File: config.mk
export PLATFORM = sky130hd
export DESIGN_NAME = elastic_pipe_register_flat
export DESIGN_NICKNAME = d
export VERILOG_FILES = /design/src/rtl/elastic_pipe_register_if.sv /design/src/rtl/elastic_pipe_register.sv /design/src/flat_wrapper.sv
export SDC_FILE = /design/constraint.sdc
export NUM_CORES = 1
export LEC_CHECK = 0
export BUFFER_PORTS_ARGS = -buffer_cell sky130_fd_sc_hd__buf_2
export CAP_MARGIN = 10
export CORE_UTILIZATION = 47
export DETAILED_ROUTE_END_ITERATION = 7
export PLACE_DENSITY = 0.74
export SLEW_MARGIN = 20
export SYNTH_ARGS = -nofsm -noshare
export SYNTH_HDL_FRONTEND = slang
export SYNTH_SLANG_ARGS = --single-unit
File: constraint.sdc
create_clock -name clk -period 1.3 [get_ports clk]
set_clock_uncertainty 0.15 [all_clocks]
set_input_delay 0.325 -clock clk [delete_from_list [all_inputs] [get_ports clk]]
set_output_delay 0.325 -clock clk [all_outputs]
set_load 0.01 [all_outputs]
File: src/rtl/elastic_pipe_register_if.sv
// Handshake bundle between an elastic pipe and its producer/consumer.
// The slave modport is the pipe itself; the master modport is the surrounding datapath.
interface elastic_pipe_register_if #(
    parameter int WORD_LENGTH = 5,
    parameter int DEPTH       = 2
);
    localparam int OCC_WIDTH = $clog2(DEPTH + 1);

    logic                   in_valid;
    logic                   in_ready;
    logic [WORD_LENGTH-1:0] Data_Input;
    logic                   out_valid;
    logic                   out_ready;
    logic [WORD_LENGTH-1:0] Data_Output;
    logic [OCC_WIDTH-1:0]   occupancy;

    modport slave (
        input  in_valid,
        input  Data_Input,
        input  out_ready,
        output in_ready,
        output out_valid,
        output Data_Output,
        output occupancy
    );

    modport master (
        output in_valid,
        output Data_Input,
        output out_ready,
        input  in_ready,
        input  out_valid,
        input  Data_Output,
        input  occupancy
    );
endinterface

File: src/rtl/elastic_pipe_register.sv
// DEPTH-stage valid/ready register chain clocked on the falling edge of clk.
// Bubbles collapse under back-pressure, flush clears everything, occupancy counts valid stages.
module elastic_pipe_register #(
    parameter int  WORD_LENGTH = 5,
    parameter int  DEPTH       = 2,
    localparam int OCC_WIDTH   = $clog2(DEPTH + 1)
) (
    input  logic                      clk,
    input  logic                      reset,
    input  logic                      flush,
    elastic_pipe_register_if.slave    bus
);

    logic [WORD_LENGTH-1:0] data_q   [DEPTH];
    logic [DEPTH-1:0]       valid_q;
    logic [DEPTH-1:0]       stage_ready;
    logic [DEPTH-1:0]       up_valid;
    logic [WORD_LENGTH-1:0] up_data  [DEPTH];
    logic [OCC_WIDTH-1:0]   occ_count;

    // A stage may load when it is empty or everything downstream of it can move.
    always_comb begin
        logic chain;
        // NOTE: blocking assignments here are intentional; chain is a running value
        // walked from the output end back to stage 0 within one evaluation.
        chain = bus.out_ready;
        for (int i = DEPTH - 1; i >= 0; i--) begin
            chain          = !valid_q[i] | chain;
            stage_ready[i] = chain;
        end
    end

    always_comb begin
        // NOTE: every output of a combinational block gets a value before any branch or
        // loop touches it, so no path leaves it unassigned and no latch is inferred.
        up_valid    = '0;
        up_data     = '{default: '0};
        up_valid[0] = bus.in_valid;
        up_data[0]  = bus.Data_Input;
        for (int i = 1; i < DEPTH; i++) begin
            up_valid[i] = valid_q[i-1];
            up_data[i]  = data_q[i-1];
        end
    end

    always_ff @(negedge clk or negedge reset) begin
        if (!reset) begin
            valid_q <= '0;
            // NOTE: the data registers are cleared too, not just the valid bits, because
            // Data_Output must read zero after reset and flush, not a stale word.
            for (int i = 0; i < DEPTH; i++) begin
                data_q[i] <= '0;
            end
        end else if (flush) begin
            valid_q <= '0;
            for (int i = 0; i < DEPTH; i++) begin
                data_q[i] <= '0;
            end
        end else begin
            for (int i = 0; i < DEPTH; i++) begin
                if (stage_ready[i]) begin
                    valid_q[i] <= up_valid[i];
                    // A bubble moving in leaves the old data untouched.
                    if (up_valid[i]) begin
                        data_q[i] <= up_data[i];
                    end
                end
            end
        end
    end

    always_comb begin
        occ_count = '0;
        for (int i = 0; i < DEPTH; i++) begin
            occ_count = occ_count + OCC_WIDTH'(valid_q[i]);
        end
    end

    assign bus.in_ready    = stage_ready[0];
    assign bus.out_valid   = valid_q[DEPTH-1];
    assign bus.Data_Output = data_q[DEPTH-1];
    assign bus.occupancy   = occ_count;

endmodule

File: src/flat_wrapper.sv
// flat-port wrapper written by rule: the top's interface ports become plain ports
module elastic_pipe_register_flat 
#(
    parameter int  WORD_LENGTH = 5,
    parameter int  DEPTH       = 2,
    localparam int OCC_WIDTH   = $clog2(DEPTH + 1)
)
  (clk, reset, flush, bus_in_valid, bus_Data_Input, bus_out_ready, bus_in_ready, bus_out_valid, bus_Data_Output, bus_occupancy);
  elastic_pipe_register_if #(.WORD_LENGTH(WORD_LENGTH), .DEPTH(DEPTH)) bus_i ();
  input  logic clk;
  input  logic reset;
  input  logic flush;
  input wire logic [$bits(bus_i.in_valid)-1:0] bus_in_valid;
  input wire logic [$bits(bus_i.Data_Input)-1:0] bus_Data_Input;
  input wire logic [$bits(bus_i.out_ready)-1:0] bus_out_ready;
  output wire logic [$bits(bus_i.in_ready)-1:0] bus_in_ready;
  output wire logic [$bits(bus_i.out_valid)-1:0] bus_out_valid;
  output wire logic [$bits(bus_i.Data_Output)-1:0] bus_Data_Output;
  output wire logic [$bits(bus_i.occupancy)-1:0] bus_occupancy;
  assign bus_i.in_valid = bus_in_valid;
  assign bus_i.Data_Input = bus_Data_Input;
  assign bus_i.out_ready = bus_out_ready;
  assign bus_in_ready = bus_i.in_ready;
  assign bus_out_valid = bus_i.out_valid;
  assign bus_Data_Output = bus_i.Data_Output;
  assign bus_occupancy = bus_i.occupancy;
  elastic_pipe_register #(.WORD_LENGTH(WORD_LENGTH), .DEPTH(DEPTH)) u_core (.clk(clk), .reset(reset), .flush(flush), .bus(bus_i));
endmodule
After elaboration in Yosys (flattened, before gate mapping). Index checks and enable logic that the tools add are counted.

Register bits: 12. Output and inout port bits: 9. Logic and storage cells: 23.

$add $sub $neg: 1. Mux-type cells: 8. Bitwise gates (word level): 2. Reductions and logical operators: 8.

Operators by type and width (count): $mux W5 (4); $mux W10 (1); $reduce_bool A2 Y1 (4); $reduce_and A2 Y1 (2); $add A1 B1 Y2 (1); $logic_not A1 Y1 (2); $mux W1 (2); $mux W2 (1); $or A1 B1 Y1 (2).

Logic depth before layout (Yosys ltp).
Depth in word-level cells: 5. Mapped depth: 4.

==> impl_metrics.env <==
export IMPL_status="finished, violations left"
export IMPL_violations="setup timing"
export IMPL_ctsHoldBuffers=0
export IMPL_cts_max_level=1
export IMPL_yosys_warnings=0
export IMPL_slew_viol_final=0
export IMPL_crit_type="flip-flop to output pin"
export IMPL_p_leak_nw=0.428
export IMPL_antenna_found_initial=0
export IMPL_yosysSeqAreaShare_pct=48.6
export IMPL_final_common_cell="buf_2"
export IMPL_dr_wl_met3_um=53
export IMPL_drt_total_wl_um=1100
export IMPL_crit_chain="ha_1 -> buf_2"
export IMPL_gp_congestion=0.724
export IMPL_final_area_um2=865
export IMPL_setup_slack_ns=-0.899
export IMPL_nNetsFinal=94
export IMPL_io_pins=19
export IMPL_grt_usage_pct=18.8
export IMPL_place_area_um2=721
export IMPL_route_met2_wl_um=523
export IMPL_synth_area_um2=618
export IMPL_clk_pin_slew_ns=0.06
export IMPL_arrival_ns=1.72
export IMPL_core_um2=1170
export IMPL_top_layer_used="met3"
export IMPL_std_cell_rows=12
export IMPL_die_y_um=38.3
export IMPL_pre_cts_ws_ns=-0.685
export IMPL_die_area_um2=1460
export IMPL_grt_start_max_net_pins=13
export IMPL_synth_cells=59
export IMPL_cts_buffer_depth=2
export IMPL_syn_avg_cell_area_um2=10.5
export IMPL_antenna_cells=0
export IMPL_hold_viol=0
export IMPL_ys_types=16
export IMPL_wl_met1_um=524
export IMPL_crit_buf_inv=1
export IMPL_rsz0062_at_grt="true"
export IMPL_drv_cap=0
export IMPL_dp_hpwl_um=773
export IMPL_vias_per_cell=4.89
export IMPL_relSlewSlack_pct=82.4
export IMPL_start_util_pct=52.8
export IMPL_synth_nets=70
export IMPL_setup_viol=20
export IMPL_crit_family="flip-flops"
export IMPL_cp_max_fo=3
export IMPL_drive_gt1_share_pct=56.1
export IMPL_area_growth_pct=39.9
export IMPL_grt_pass1_vias=428
export IMPL_hold_path_class="input pin to asynchronous set/reset pin"
export IMPL_drc_errors=0
export IMPL_grt_pass1_wl_um=1860
export IMPL_drtIter0Drc=7
export IMPL_slowest_stage="dfrtn_1"
export IMPL_fin_total_pwr_mw=0.834
export IMPL_io_buffers=18
export IMPL_worstMarginPinSlew_ns=0.264
export IMPL_dr_total_vias=469
export IMPL_powerDensity_nw_per_um2=964
export IMPL_r2r_cells=5
export IMPL_die_w_um=38.3
export IMPL_drtAntennaViolNets=0
export IMPL_slowest_delay_ns=0.43
export IMPL_fin_hold_ws_ns=0.299
export IMPL_cts_sinks=12
export IMPL_endpoint_kind="output pin"
export IMPL_peakVddDrop_uv=663
export IMPL_layout_common_cells="14 x buf_2, 12 x dfrtn_1, 10 x nand2b_1"
export IMPL_grt_overflow_total=0
export IMPL_ys_ff_latch=12
export IMPL_setup_tns_ns=-9.59
export IMPL_cts_buffers=3
export IMPL_cp_start_kind="flip-flop"
export IMPL_clkLatencyLatePin_ns=0.27
export IMPL_worst_path_stages=2
export IMPL_fill_cells=88
export IMPL_root_buffer="clkbuf_4"
export IMPL_detail_route_wl_per_cell_um=11.5
export IMPL_cts_tree="yes"
export IMPL_cp_required_ns=0.82
export IMPL_drt_pass1_iterations=3
cells in the mapped netlist:
cell | count | area (µm²)
buf_4 | 5 | 37.5
nor2_1 | 1 | 3.75
a21oi_1 | 7 | 35.0
o21ai_0 | 5 | 25.0
nand2_1 | 1 | 3.75
ha_1 | 1 | 12.5
inv_1 | 1 | 3.75
buf_2 | 1 | 5.00
a21boi_4 | 1 | 18.8
dfrtn_1 | 12 | 300
nand3_1 | 5 | 25.0
buf_6 | 1 | 11.3
nand2b_1 | 11 | 68.8
mux2i_1 | 5 | 50.1
clkbuf_1 | 1 | 3.75
nor2b_4 | 1 | 13.8
layer usage:
layer  track usage [%]  vias up
met2              28.8       13
li1                  -      240
met4              5.36        0
met1              25.7      216
met5                 0        -
met3              5.23        0
area by class of cell:
class | count | area, µm² | share of cell area (%)
Tap cell | 14 | 17.5 | 2.03
Multi-Input combinational cell | 38 | 309 | 35.7
Inverter | 1 | 7.51 | 0.868
Sequential cell | 12 | 300 | 34.7
Clock buffer | 4 | 36.3 | 4.20
Timing Repair Buffer | 27 | 194 | 22.4
repair_timing:
item	CTS	global route
pin swaps	4	8
resized for setup	11	17
setup buffers	1	3
endpoints found under the setup margin	21	21
sequential cells by signal (all words and copies together), names as in the netlist:
signal                  count
u_core.data_q               5
u_core.valid_q              2
u_core.bus.Data_Output      5
final timing paths:
check | from | to | slack, ns
setup / recovery | u_core.valid_q[1] | bus_occupancy[0] | -0.90
hold / removal | reset | u_core.bus.Data_Output[2] | 0.30
setup reg to reg | u_core.valid_q[0] | u_core.bus.Data_Output[0] | -0.17
hold reg to reg | u_core.bus.Data_Output[1] | u_core.bus.Data_Output[1] | 0.34
max in group asynchronous | reset | u_core.data_q[6] | 0.46
min in group clk | u_core.bus.Data_Output[1] | u_core.bus.Data_Output[1] | 0.34
metrics by stage:
step,util [%],cells
final,73.8,96
after floorplan,-,59
after detailed placement,61.5,89
after global routing,73.8,96
after CTS,67.6,94
after global placement,61.5,89
where the power goes:
group / internal [mW] / switching [mW] / total (mW)
combinational: 0.0694 / 0.0666 / 0.136
clock: 0.170 / 0.124 / 0.294
sequential: 0.393 / 0.0107 / 0.404
total: 0.632 / 0.201 / 0.834
cells by family after synthesis:
kind of cell / after synthesis / share of synthesized area (%)
AND/OR/NAND/NOR: 19 / 18.6
AO/OA/AOI/OAI: 13 / 12.8
flip-flops: 12 / 48.6
buffers and inverters: 9 / 9.92
multiplexers: 5 / 8.10
adder cells (fa/ha/maj): 1 / 2.02
Power figures use the tool's default switching activity.
